$ cat src/rtl/instruction_fetch_queue.sv
// Instruction fetch queue: fetches FETCH_WIDTH words per cycle into a circular
// buffer and presents the oldest FETCH_WIDTH entries to the decoder.
module instruction_fetch_queue #(
  parameter int          FETCH_WIDTH = 2,
  parameter int          DEPTH       = 8,
  parameter logic [31:0] START_PC    = 32'h0000_3000
) (
  input  logic                              clk,
  input  logic                              rst_n,
  output logic [31:0]                       imem_addr,
  input  logic [FETCH_WIDTH*32-1:0]         imem_data,
  input  logic                              redirect_valid,
  input  logic [31:0]                       redirect_pc,
  input  logic [$clog2(FETCH_WIDTH+1)-1:0]  deq_count,
  output logic [FETCH_WIDTH-1:0]            out_valid,
  output logic [FETCH_WIDTH*32-1:0]         out_instr,
  output logic [FETCH_WIDTH*32-1:0]         out_pc,
  output logic [$clog2(DEPTH+1)-1:0]        count
);

  localparam int PW = $clog2(DEPTH);
  localparam int CW = $clog2(DEPTH+1);

  logic [31:0]   fetch_pc;
  logic [PW-1:0] head;
  logic [PW-1:0] tail;
  logic [CW-1:0] count_q;
  logic [31:0]   instr_mem [DEPTH];
  logic [31:0]   pc_mem    [DEPTH];

  logic          fetch;
  logic [CW-1:0] deq_ext;
  logic [CW-1:0] eff_deq;
  logic [CW-1:0] count_nxt;
  logic          unused_pc_lsb;

  assign imem_addr     = fetch_pc;
  assign count         = count_q;
  assign unused_pc_lsb = ^redirect_pc[1:0];

  // Free space is judged on the registered count only; a same-cycle dequeue
  // does not make room for this cycle's fetch.
  assign fetch     = !redirect_valid && ((CW'(DEPTH) - count_q) >= CW'(FETCH_WIDTH));
  assign deq_ext   = CW'(deq_count);
  assign eff_deq   = (deq_ext < count_q) ? deq_ext : count_q;
  assign count_nxt = count_q + (fetch ? CW'(FETCH_WIDTH) : '0) - eff_deq;

  always_ff @(posedge clk or negedge rst_n) begin
    if (!rst_n) begin
      fetch_pc <= START_PC;
      head     <= '0;
      tail     <= '0;
      count_q  <= '0;
    end else if (redirect_valid) begin
      fetch_pc <= {redirect_pc[31:2], 2'b00};
      head     <= '0;
      tail     <= '0;
      count_q  <= '0;
    end else begin
      head    <= head + PW'(eff_deq);
      count_q <= count_nxt;
      if (fetch) begin
        tail     <= tail + PW'(FETCH_WIDTH);
        fetch_pc <= fetch_pc + 32'(4*FETCH_WIDTH);
      end
    end
  end

  // Storage is not reset; occupancy alone decides what is visible.
  always_ff @(posedge clk) begin
    if (rst_n && fetch) begin
      for (int k = 0; k < FETCH_WIDTH; k++) begin
        instr_mem[tail + PW'(k)] <= imem_data[32*k +: 32];
        pc_mem[tail + PW'(k)]    <= fetch_pc + 32'(4*k);
      end
    end
  end

  always_comb begin
    out_valid = '0;
    out_instr = '0;
    out_pc    = '0;
    for (int k = 0; k < FETCH_WIDTH; k++) begin
      if (count_q > CW'(k)) begin
        out_valid[k]        = 1'b1;
        out_instr[32*k +: 32] = instr_mem[head + PW'(k)];
        out_pc[32*k +: 32]    = pc_mem[head + PW'(k)];
      end
    end
  end

endmodule

$ cat config.mk
export PLATFORM = sky130hd
export DESIGN_NAME = instruction_fetch_queue
export DESIGN_NICKNAME = d
export VERILOG_FILES = /design/src/rtl/instruction_fetch_queue.sv
export SDC_FILE = /design/constraint.sdc
export NUM_CORES = 1
export LEC_CHECK = 0
export ABC_AREA = 0
export BUFFER_PORTS_ARGS = -buffer_cell sky130_fd_sc_hd__buf_2
export CAP_MARGIN = 0
export CORE_ASPECT_RATIO = 1.5
export CORE_MARGIN = 2
export CORE_UTILIZATION = 60
export CTS_CLUSTER_SIZE = 25
export DETAILED_ROUTE_END_ITERATION = 10
export MAX_ROUTING_LAYER = met4
export PLACE_DENSITY = 0.78
export SLEW_MARGIN = 10
export SYNTH_ARGS = -nofsm -noshare
export SYNTH_HDL_FRONTEND = slang
export SYNTH_SLANG_ARGS = --single-unit
export TNS_END_PERCENT = 10
$ cat constraint.sdc
create_clock -name clk -period 5.2 [get_ports clk]
set_clock_uncertainty 0.1 [all_clocks]
set_input_delay 0 -clock clk [delete_from_list [all_inputs] [get_ports clk]]
set_output_delay 0 -clock clk [all_outputs]
set_load 0.005 [all_outputs]
# After elaboration in Yosys (flattened, before gate mapping)
# Memory sizes are Yosys's and may differ from the RTL's.
# Index checks and enable logic that the tools add are counted.
word_totals:
  reg_bits: 42
  ram_bits: 512
  out_inout_bits: 166
  wordCells: 39
  mem_count: 2
op_classes:
  add_sub_neg: 9
  n_lt_le_gt_ge: 4
  n_mux: 16
  reduce_logical: 4
memory_table:
  columns: ["name", "depth", "word_bits", "read_ports", "rd_clocked_by_memory_dff", "wr", "line_no", "source"]
  rows:
  - ["instr_mem", 8, 32, 2, 0, 2, "28", "logic [31:0] instr_mem [DEPTH];"]
  - ["pc_mem", 8, 32, 2, 0, 2, "29", "logic [31:0] pc_mem [DEPTH];"]
op_table:
  columns: ["operator", "count"]
  rows:
  - ["$mux 32", 6]
  - ["$add 32x3->32 const B", 1]
  - ["$add 32x4->32 const B", 1]
  - ["$mux 3", 3]
  - ["$gt 4x1->1 const B", 2]
  - ["$mux 4", 2]
  - ["$add 3x1->3 const B", 2]
  - ["$add 4x2->4", 1]
  - ["$ge 4x2->1 const B", 1]
  - ["$lt 2x4->1", 1]
  - ["$mux 1", 4]
  - ["$sub 4x4->4", 1]
  - ["$sub 4x4->4 const A", 1]
  - ["$add 3x2->3 const B", 1]
  - ["$add 3x3->3", 1]
  - ["$logic_and 1x1->1", 2]
  - ["$mux 2", 1]
  - ["$reduce_bool 2->1", 1]
  - ["$logic_not 1->1", 1]

# Depth between registers and ports, before layout
# Gate-level depths: netlist (run 1).
depth:
  ltp_word: 7
  depth_mapped: 13
  mapped_depth_nobuf: 12

# Worst setup path before layout (run 1)
# No wires, ideal clock.
synth_timing:
  kind: "register to register"
  startpoint: "reg count_q[1], in the netlist count[1]"
  endpoint: "mem instr_mem[2][0], enable pin"
  setup_time_ns: 0.450
  t_arrival_ns: 3.400
  path_slack_ns: 1.250
  stages_incl_launch_ff: 9
  synth_period_minus_slack_ns: 3.950
  path_cell_list: "dfrtp_1 > inv_1 > ha_1 > xnor2_1 > or3_1 > buf_2 > o21ai_2 > inv_2 > clkbuf_1"
synth_lines:
  columns: ["item", "line_no", "source"]
  rows:
  - ["start: declaration", "27", "logic [CW-1:0] count_q;"]
  - ["start signal: assignment", "61", "count_q <= count_nxt;"]
  - ["end: declaration", "28", null]

# Worst setup path in the final report (run 1)
layout_timing:
  startpoint: "reg head[0]"
  endpoint: "out out_pc[54]"
layout_between:
  elab_chain_len: 3
layout_lines:
  columns: ["item", "line_no", "source"]
  rows:
  - ["start: declaration", "25", "logic [PW-1:0] head;"]
  - ["start signal: assignment", "60", "head <= head + PW'(eff_deq);"]
  - ["$add 3x1->3", "87", "out_pc[32*k +: 32] = pc_mem[head + PW'(k)];"]
  - ["$mem_v2 8x32", null, null]
  - ["$mux 32", "84", "if (count_q > CW'(k)) begin"]
  - ["end: declaration", "17", "output logic [FETCH_WIDTH*32-1:0] out_pc,"]
# No other way between the ends.

==> metrics.txt, run 1 <==
FP Rows=98; TritonCTS clock tree=built; CORE AREA=between 40000 and 50000 µm²; initial antenna violation count=1; Setup TNS=0 ns; residual DRC count=0; Area growth syn-to-layout=14.0%; post-CTS setup buffer count=0; CTS Buf Count=50; GRT Util Overall=0.329; I/O Buffers=258; Final ANT Viol Nets=0; Pleak=around 12 nW; wire length on met2=~40000 µm; Yosys top cell by area=edfxtp_1; CTS Root Cell=clkbuf_16; Synth Flop Type=edfxtp_1; max frequency=approximately 260 MHz; met3 WL=7100 µm; top post-synthesis cells by area=edfxtp_1 (51%), mux4_2 (19%), nand2_1 (7.8%); first-pass GRT wire length=~120000 µm; Fin Hold WS=just under 0.07 ns; Die Span Y=between 200 and 300 µm; cts repair resizes=0; Pins Over Slew Limit=0; setup ws final=roughly 1.3 ns; top cell type's share of synthesized area=0.513; synthesized flop and latch total=roughly 540; WL met1=27100 µm; drt pass-1 iters=5; largest net degree at the start of global routing=97; register area share after synthesis=0.547; final core occ=0.693; Starting DRT DRC Count=between 2000 and 2500; depth of the worst hold-timing path=4; RSZ-0062 raised after global routing=false; vias post-DR=~20000; vias per cell=approximately 6.5; IO Pins=around 270; critical path class=register to output pin; synth warn=0; WL per Instance=25.6 µm; initial core utilization=0.609; GRT overflow=0; Arrival @ worst endpoint=~3.8 ns; final std cells w/o fill=3094; required time worst endpoint=around 5.1 ns; vias in the first global route=~21000; Max-Cap Viols=0; Mapped Cells=between 2000 and 2500; Worst Setup End Kind=output pin; Power Dens Cells=~540 nW/µm²; CTS Buffer Depth=3; critical path peak fanout=47; Worst VDD drop=between 600 and 700 µV; width of the chip=roughly 180 µm; Setup crit start kind=register; pre-CTS WS=roughly 1.6 ns; Post-synth EDFFs=~500; Final Cycle Share=0.746; clock latency on the worst-skew pair=roughly 0.57 ns; H-tree Lvls=2; TritonCTS Sinks=about 540; Worst Hold Class=primary input to register; WL final=a little under 80000 µm; Worst-Margin Slew=about 1.3 ns; worst-case reg-to-reg path depth=8; Worst-path clk slew=approximately 0.060 ns; Final nets=roughly 2600; slew margin rel.=0.154; Final HPWL DP=around 46000 µm; status=finished, final reports clean; highest-count cells in the layout ignoring fill and taps=nand2_1 (604), edfxtp_1 (496), buf_2 (258); routability congestion estimate from global placement=0.866; number of hold buffers added after CTS=98; total die area=50200 µm²; Async SR Flop Fraction=0.0729; fin crit period=around 3.9 ns; Mapped Area=slightly below 30000 µm²; cell count after placement=a little under 3000; Max Used Layer=met4; Mapped Avg Cell Area=12.9 µm²; Unique masters post-synth=60; ratio of cells with drive above 1 in the final layout=0.262; final setup fails=0; fillers=about 3100; final hold violation count=0; commonest non-fill, non-tap cell in the layout=nand2_1
==> report_power, final <==
part	switching [W]	total [W]	leakage, nW	internal (W)
registers	0.000513	0.00583	4.97	0.00532
logic	0.00460	0.00834	6.17	0.00374
clock network	0.00158	0.00357	0.759	0.00199
==> final timing paths <==
kind	end	slack, ns	from
worst max-delay path	out_pc[54]	1.32	head[0]
worst min-delay path	head[1]	0.07	deq_count[1]
worst max register to register	pc_mem[5][6]	1.50	count[1]
worst min register to register	tail[1]	0.56	tail[1]
max in group asynchronous	head[1]	4.09	rst_n
min in group asynchronous	imem_addr[28]	0.49	rst_n
==> stage by stage <==
| step | power, W | cell area, µm² |
|---|---|---|
| floorplan | 0.0112 | 29000 |
| global placement | 0.0140 | 30500 |
| detailed placement | 0.0141 | 30500 |
| CTS | 0.0177 | 33100 |
| global route | 0.0186 | 33100 |
| finish | 0.0177 | 33100 |
==> routing by layer <==
metal  track usage  vias to the layer above
met2         0.545                     1332
met3        0.0450                      308
met5             -                        -
met4         0.181                        0
li1              -                     8552
met1         0.392                    10000
==> critical path, cell delays in order (launching register included) <==
cell     delay, ns
dfrtp_4       0.97
ha_4          0.28
xor2_4        0.79
buf_12        0.38
nand2_1       0.10
a21oi_1       0.42
buf_2         0.21
==> cell families (layout without fill, tap and decap cells) <==
| group | Yosys count | count (layout) | share of synthesized area |
|---|---|---|---|
| and+or+nand+nor | 839 | 839 | 0.119 |
| DFF | 535 | 535 | 0.547 |
| muxes | 316 | 316 | 0.216 |
| buffers and inverters | 263 | 505 | 0.0386 |
| xor gates and xnor gates | 144 | 144 | 0.0434 |
| AOI/OAI and AO/OA | 128 | 128 | 0.0268 |
| adders and majority gates | 20 | 20 | 0.00940 |
| other | 1 | 7 | 0.000129 |
==> area by class of cell <==
cell class / count / area (µm²) / area share
diodes: 1 / 2.50 / 0.0000757
clock buffers: 62 / 1360 / 0.0410
clock inverters: 27 / 213 / 0.00643
inverters: 23 / 100 / 0.00303
multi-input cells: 1453 / 12100 / 0.367
flip-flops and latches: 535 / 15900 / 0.480
well taps: 600 / 751 / 0.0227
repair buffers: 393 / 2630 / 0.0794
==> synthesized netlist by cell type (all sizes together) (2+ instances only) <==
cell	n
and3b	2
mux2i	67
and2	8
ha	17
fa	3
clkbuf	151
nand4	16
dfstp	2
edfxtp	496
xnor2	77
o21ai	27
nor3	10
nor4	4
a211oi	10
nand3	18
nand2b	5
nor2b	8
nor2	141
or3	2
dfrtp	37
nand2	605
a2111oi	4
inv	22
and4	5
mux4	248
a22oi	3
xor2	67
o31a	3
a21oi	73
and3	3
or2	3
or4	7
a21boi	2
buf	89
==> state kept, by name, summed over array words and instances (netlist names) <==
| register | cells |
|---|---|
| pc_mem | 240 |
| count | 4 |
| imem_addr | 30 |
| instr_mem | 256 |
| head | 3 |
| tail | 2 |
No activity file was read; power rests on OpenSTA's default activity.
==> run 2, diff against run 1 <==
==> constraint.sdc (replaced) <==
create_clock -name clk -period 4 [get_ports clk]
set_clock_uncertainty 0.1 [all_clocks]
set_input_delay 0 -clock clk [delete_from_list [all_inputs] [get_ports clk]]
set_output_delay 0 -clock clk [all_outputs]
set_load 0.005 [all_outputs]
==> run 2 against run 1 <==
  * Global-route usage rose by 0.28 points
  * First-iteration DRC count up 4.0%
  * Routed wire length grew 0.79%
  * Sequential power increased by 26%
  * Highest routed layer unchanged
==> metrics.txt, run 2 (same netlist as run 1, synthesis figures left out) <==
status=finished, final reports clean; CORE AREA=47700 µm² (unchanged); Arrival @ worst endpoint=3.30 ns (-0.48 ns); width of the chip=184 µm (unchanged); GRT overflow=0 (unchanged); I/O Buffers=258 (unchanged); Starting DRT DRC Count=2277 (+4.0%); Largest register FFs=256 (unchanged); Worst VDD drop=1400 µV (+120%); initial antenna violation count=3 (+2); highest-count cells in the layout ignoring fill and taps=nand2_1 (604), edfxtp_1 (496), buf_2 (258); depth of the worst hold-timing path=4 (unchanged); largest net degree at the start of global routing=133 (+37%); pre-CTS WS=0.727 ns (-0.849 ns); WL final=79800 µm (+0.79%); total die area=50200 µm² (unchanged); initial core utilization=0.609 (unchanged); worst-case reg-to-reg path depth=7 (-1); Die Span Y=273 µm (unchanged); fin crit period=3.40 ns; ratio of cells with drive above 1 in the final layout=0.268 (+0.00603); Power Dens Cells=702 nW/µm² (+31%); max frequency=294 MHz; r2r setup slk=0.64 ns (-0.86 ns); Final HPWL DP=46900 µm (+1.2%); reg2reg start=count[1]; vias per cell=6.48 (-0.93%); vias in the first global route=20900 (-0.89%); Pins Over Slew Limit=0 (unchanged); final hold violation count=0 (unchanged); IO Pins=267 (unchanged); critical path peak fanout=32 (-32%); RSZ-0062 raised after global routing=false; WL per Instance=25.6 µm (-0.14%); Hold Crit Start=redirect_pc[6]; final setup fails=0 (unchanged); Largest Register=instr_mem; crit-path cells=ha_4, buf_4, mux4_2, nand2_1, a21oi_1, buf_2; residual DRC count=0 (unchanged); commonest non-fill, non-tap cell in the layout=nand2_1; critical path class=register to output pin; H-tree Lvls=2 (unchanged); critical path's slowest cell=ha_4; Area growth syn-to-layout=15.2%; final core occ=0.701 (+0.00777); setup ws final=0.603 ns (-0.720 ns); Crit Reg-Reg Endpoint=pc_mem[7][17]; Worst-Margin Slew=1.14 ns (-0.122 ns); Max-Cap Viols=0 (unchanged); CTS Buf Count=50 (unchanged); Pleak=12.1 nW (+1.5%); Worst Hold Class=primary input to register; Setup TNS=0 ns (unchanged); critical path's largest stage delay=0.75 ns (-0.22 ns); drt pass-1 iters=6 (+1); Setup crit start kind=register; fillers=3096 (-0.96%); Final nets=2599 (+0.85%); FP Rows=98 (unchanged); slew margin rel.=0.243 (+0.0893); CTS Buffer Depth=3 (unchanged); Worst-path clk slew=0.07 ns (about the same); Min-Delay Endpoint=imem_addr[6]; required time worst endpoint=3.90 ns (-1.20 ns); TritonCTS clock tree=built; vias post-DR=20200 (-0.0049%); routability congestion estimate from global placement=0.878 (+1.3%); CTS Root Cell=clkbuf_16; Final Cycle Share=0.849; Final ANT Viol Nets=0 (unchanged); Worst Setup End Kind=output pin; first-pass GRT wire length=121000 µm (+0.65%); TritonCTS Sinks=535 (unchanged); clock latency on the worst-skew pair=0.59 ns (+0.02 ns); GRT Util Overall=0.332 (+0.00284)
run 2: cell types whose count changed in the layout (fill, tap and decap cells not counted), moves of 2 or more:
cell and delta:
buf_12 +8, clkbuf_8 -4, diode_2 +3, clkinv_1 -5
clkinv_2 +3, buf_4 +9, clkinv_8 +2, clkbuf_1 +4
dlygate4sd3_1 +5, bufinv_16 +3
run 2: how the worst max path moves through the flow:
stage                                  to  cells past startpoint  slack, ns  startpoint
final                          out_pc[58]                      6       0.60     head[0]
after global routing           out_pc[58]                      6       0.49     head[0]
after CTS                      out_pc[58]                      6       0.56     head[0]
after detailed placement    pc_mem[7][17]                      8       0.73    count[1]
after global placement      pc_mem[7][14]                      7       0.82    count[1]
after floorplan           instr_mem[2][0]                      8       0.05    count[1]
run 2: through the flow:
| step | hold WS [ns] | std cells | total power [W] | cell area [µm²] |
|---|---|---|---|---|
| final | 0.0687 | 3123 | 0.0235 | 33400 |
| after global routing | 0.0784 | 3122 | 0.0245 | 33400 |
| after CTS | 0.0429 | 3119 | 0.0234 | 33400 |
| after detailed placement | 0.000449 | 2923 | 0.0185 | 30800 |
| after global placement | -0.000263 | 2923 | 0.0183 | 30800 |
| after floorplan | -0.396 | 2251 | 0.0146 | 29000 |
run 2: cell type report:
class,instances,area (µm²),share of cell area
clock inverters,31,338,0.0101
multi-input cells,1453,12100,0.363
well taps,600,751,0.0224
inverters,23,100,0.00299
flip-flops and latches,535,15900,0.475
clock buffers,62,1320,0.0394
diodes,4,10.0,0.000299
repair buffers,415,2900,0.0868
run 2: power by group:
part	total, W	switching, W	internal [W]
sequential	0.00736	0.000447	0.00692
combinational	0.0113	0.00626	0.00499
clock	0.00486	0.00212	0.00274
total	0.0235	0.00883	0.0146
run 2: metal layers:
metal / GRT usage / vias up / routed length (µm)
li1: - / 8604 / -
met1: 0.399 / 10100 / 27800
met2: 0.551 / 1265 / 40800
met3: 0.0504 / 265 / 7080
met4: 0.165 / 0 / 4140
met5: - / - / 0
run 2: repair_timing:
item	in CTS	in global routing
hold endpoints to repair	336	0
gates resized for setup	0	0
hold buffers	103	0
buffers inserted	0	0
run 2: critical path, delay by kind of cell, from the launching register on:
kind	cells	cell delay [ns]
and+or+nand+nor	1	0.08
adders and majority gates	1	0.75
buffers and inverters	2	0.60
DFF	1	0.54
muxes	1	0.53
AOI/OAI and AO/OA	1	0.15
==> run 3, diff against run 2 <==
==> constraint.sdc (replaced) <==
create_clock -name clk -period 3.5 [get_ports clk]
set_clock_uncertainty 0.1 [all_clocks]
set_input_delay 0 -clock clk [delete_from_list [all_inputs] [get_ports clk]]
set_output_delay 0 -clock clk [all_outputs]
set_load 0.005 [all_outputs]
==> run 3 against run 2 <==
  * Power grew 15%
  * Largest cell class unchanged
  * Critical path type unchanged
  * Sequential share of layout area shrank 0.23 points
  * Design area grew 0.48%
==> metrics.txt, run 3 (same netlist as run 1, synthesis figures left out) <==
highest-count cells in the layout ignoring fill and taps=nand2_1 (604), edfxtp_1 (496), buf_2 (258); Worst VDD drop=1180 µV (-15%); FP Rows=98 (unchanged); commonest non-fill, non-tap cell in the layout=nand2_1; cts repair resizes=0 (unchanged); depth of the worst hold-timing path=4 (unchanged); crit-path cells=ha_4, xnor2_2, buf_4, nand2_1, a21oi_1, buf_2; final hold violation count=0 (unchanged); CTS Buffer Depth=3 (unchanged); Min-Delay Endpoint=head[1]; CTS Root Cell=clkbuf_16; H-tree Lvls=2 (unchanged); Hold Crit Start=deq_count[1]; WL final=81000 µm (+1.4%); critical path class=register to output pin; initial core utilization=0.609 (unchanged); Fin Hold WS=0.0420 ns (-0.0266 ns); critical path's largest stage delay=0.85 ns (+0.10 ns); Max-Cap Viols=0 (unchanged); post-CTS setup buffer count=0 (unchanged); GRT Util Overall=0.336 (+0.00407); Power Dens Cells=805 nW/µm² (+15%); Area growth syn-to-layout=15.8%; critical path peak fanout=16 (-50%); Final ANT Viol Nets=0 (unchanged); I/O Buffers=258 (unchanged); Setup crit start kind=register; Setup TNS=0 ns (unchanged); vias in the first global route=21200 (+1.5%); Pleak=12.2 nW (+0.86%); RSZ-0062 raised after global routing=false; CTS Buf Count=50 (unchanged); TritonCTS Sinks=535 (unchanged); WL per Instance=25.8 µm (+1.0%); critical path's slowest cell=xnor2_2; Worst-path clk slew=0.07 ns (about the same); residual DRC count=0 (unchanged); width of the chip=184 µm (unchanged); worst-case reg-to-reg path depth=9 (+2); GRT overflow=0 (unchanged); TritonCTS clock tree=built; Crit Reg-Reg Endpoint=pc_mem[5][11]; vias post-DR=20400 (+0.70%); routability congestion estimate from global placement=0.926 (+5.5%); r2r setup slk=0.21 ns (-0.43 ns); drt pass-1 iters=6 (unchanged); slew margin rel.=0.242 (-0.000834); Largest Register=instr_mem; Worst-Margin Slew=1.13 ns (-0.00431 ns); first-pass GRT wire length=122000 µm (+1.4%); required time worst endpoint=3.40 ns (-0.50 ns); Final nets=2617 (+0.69%); Worst Setup End Kind=output pin; Worst Hold Class=primary input to register; IO Pins=267 (unchanged); final setup fails=0 (unchanged); largest net degree at the start of global routing=126 (-5.3%); clock latency on the worst-skew pair=0.58 ns (about the same); Starting DRT DRC Count=2183 (-4.1%); Arrival @ worst endpoint=3.24 ns (-0.06 ns); initial antenna violation count=2 (-1); CORE AREA=47700 µm² (unchanged); Die Span Y=273 µm (unchanged); Largest register FFs=256 (unchanged); number of hold buffers added after CTS=99 (-3.9%); status=finished, final reports clean; total die area=50200 µm² (unchanged); Pins Over Slew Limit=0 (unchanged); vias per cell=6.50 (+0.31%); fin crit period=between 3 and 4 ns; ratio of cells with drive above 1 in the final layout=0.274 (+0.00562); Final HPWL DP=49000 µm (+4.4%); max frequency=roughly 300 MHz; reg2reg start=count[1]; Final Cycle Share=0.954
[run 3: stage by stage]
| stage | utilization | total power [W] | setup WS (ns) | instance area [µm²] | cells |
|---|---|---|---|---|---|
| 2_1_floorplan | - | 0.0167 | -0.450 | 29000 | 2251 |
| 3_3_place_gp | 0.649 | 0.0212 | 0.454 | 31000 | 2945 |
| 3_5_place_dp | 0.649 | 0.0215 | 0.241 | 31000 | 2945 |
| 4_1_cts | 0.705 | 0.0271 | 0.124 | 33600 | 3133 |
| 5_1_grt | 0.705 | 0.0283 | 0.0237 | 33600 | 3135 |
| 6_report | 0.705 | 0.0271 | 0.162 | 33600 | 3135 |
[run 3: critical path, delay by kind of cell, from the launching register on]
kind	cells	cell delay (ns)
xor gates and xnor gates	1	0.85
buffers and inverters	2	0.63
DFF	1	0.53
AOI/OAI and AO/OA	1	0.32
adders and majority gates	1	0.20
and+or+nand+nor	1	0.10
[run 3: power breakdown]
group          total [W]  leakage (nW)  internal [W]  switching (W)
clock network    0.00553         0.799       0.00317        0.00236
logic             0.0132          6.41       0.00590        0.00728
registers        0.00837          4.97       0.00791       0.000459
[run 3: layout make-up]
cell class / count / area, µm²
diodes: 2 / 5.00
clock buffers: 65 / 1360
clock inverters: 24 / 275
fillers: 3080 / 14100
inverters: 23 / 100
multi-input cells: 1453 / 12100
flip-flops and latches: 535 / 15900
well taps: 600 / 751
repair buffers: 433 / 3090
[run 3: worst max-delay path by stage]
stage,startpoint,to,slack (ns),cells after the start
after floorplan,count[1],instr_mem[4][0],-0.45,8
after global placement,count[1],pc_mem[5][8],0.45,9
after detailed placement,count[1],pc_mem[5][11],0.24,9
after CTS,head[0],out_pc[17],0.12,6
after global routing,head[0],out_pc[17],0.02,6
final,head[0],out_instr[36],0.16,6
[run 3: per-layer routing]
metal | track usage | vias up | share of wire
li1 | - | 8637 | -
met1 | 0.395 | 10200 | 0.34
met2 | 0.573 | 1232 | 0.52
met3 | 0.0464 | 271 | 0.087
met4 | 0.161 | 0 | 0.051
met5 | - | - | 0
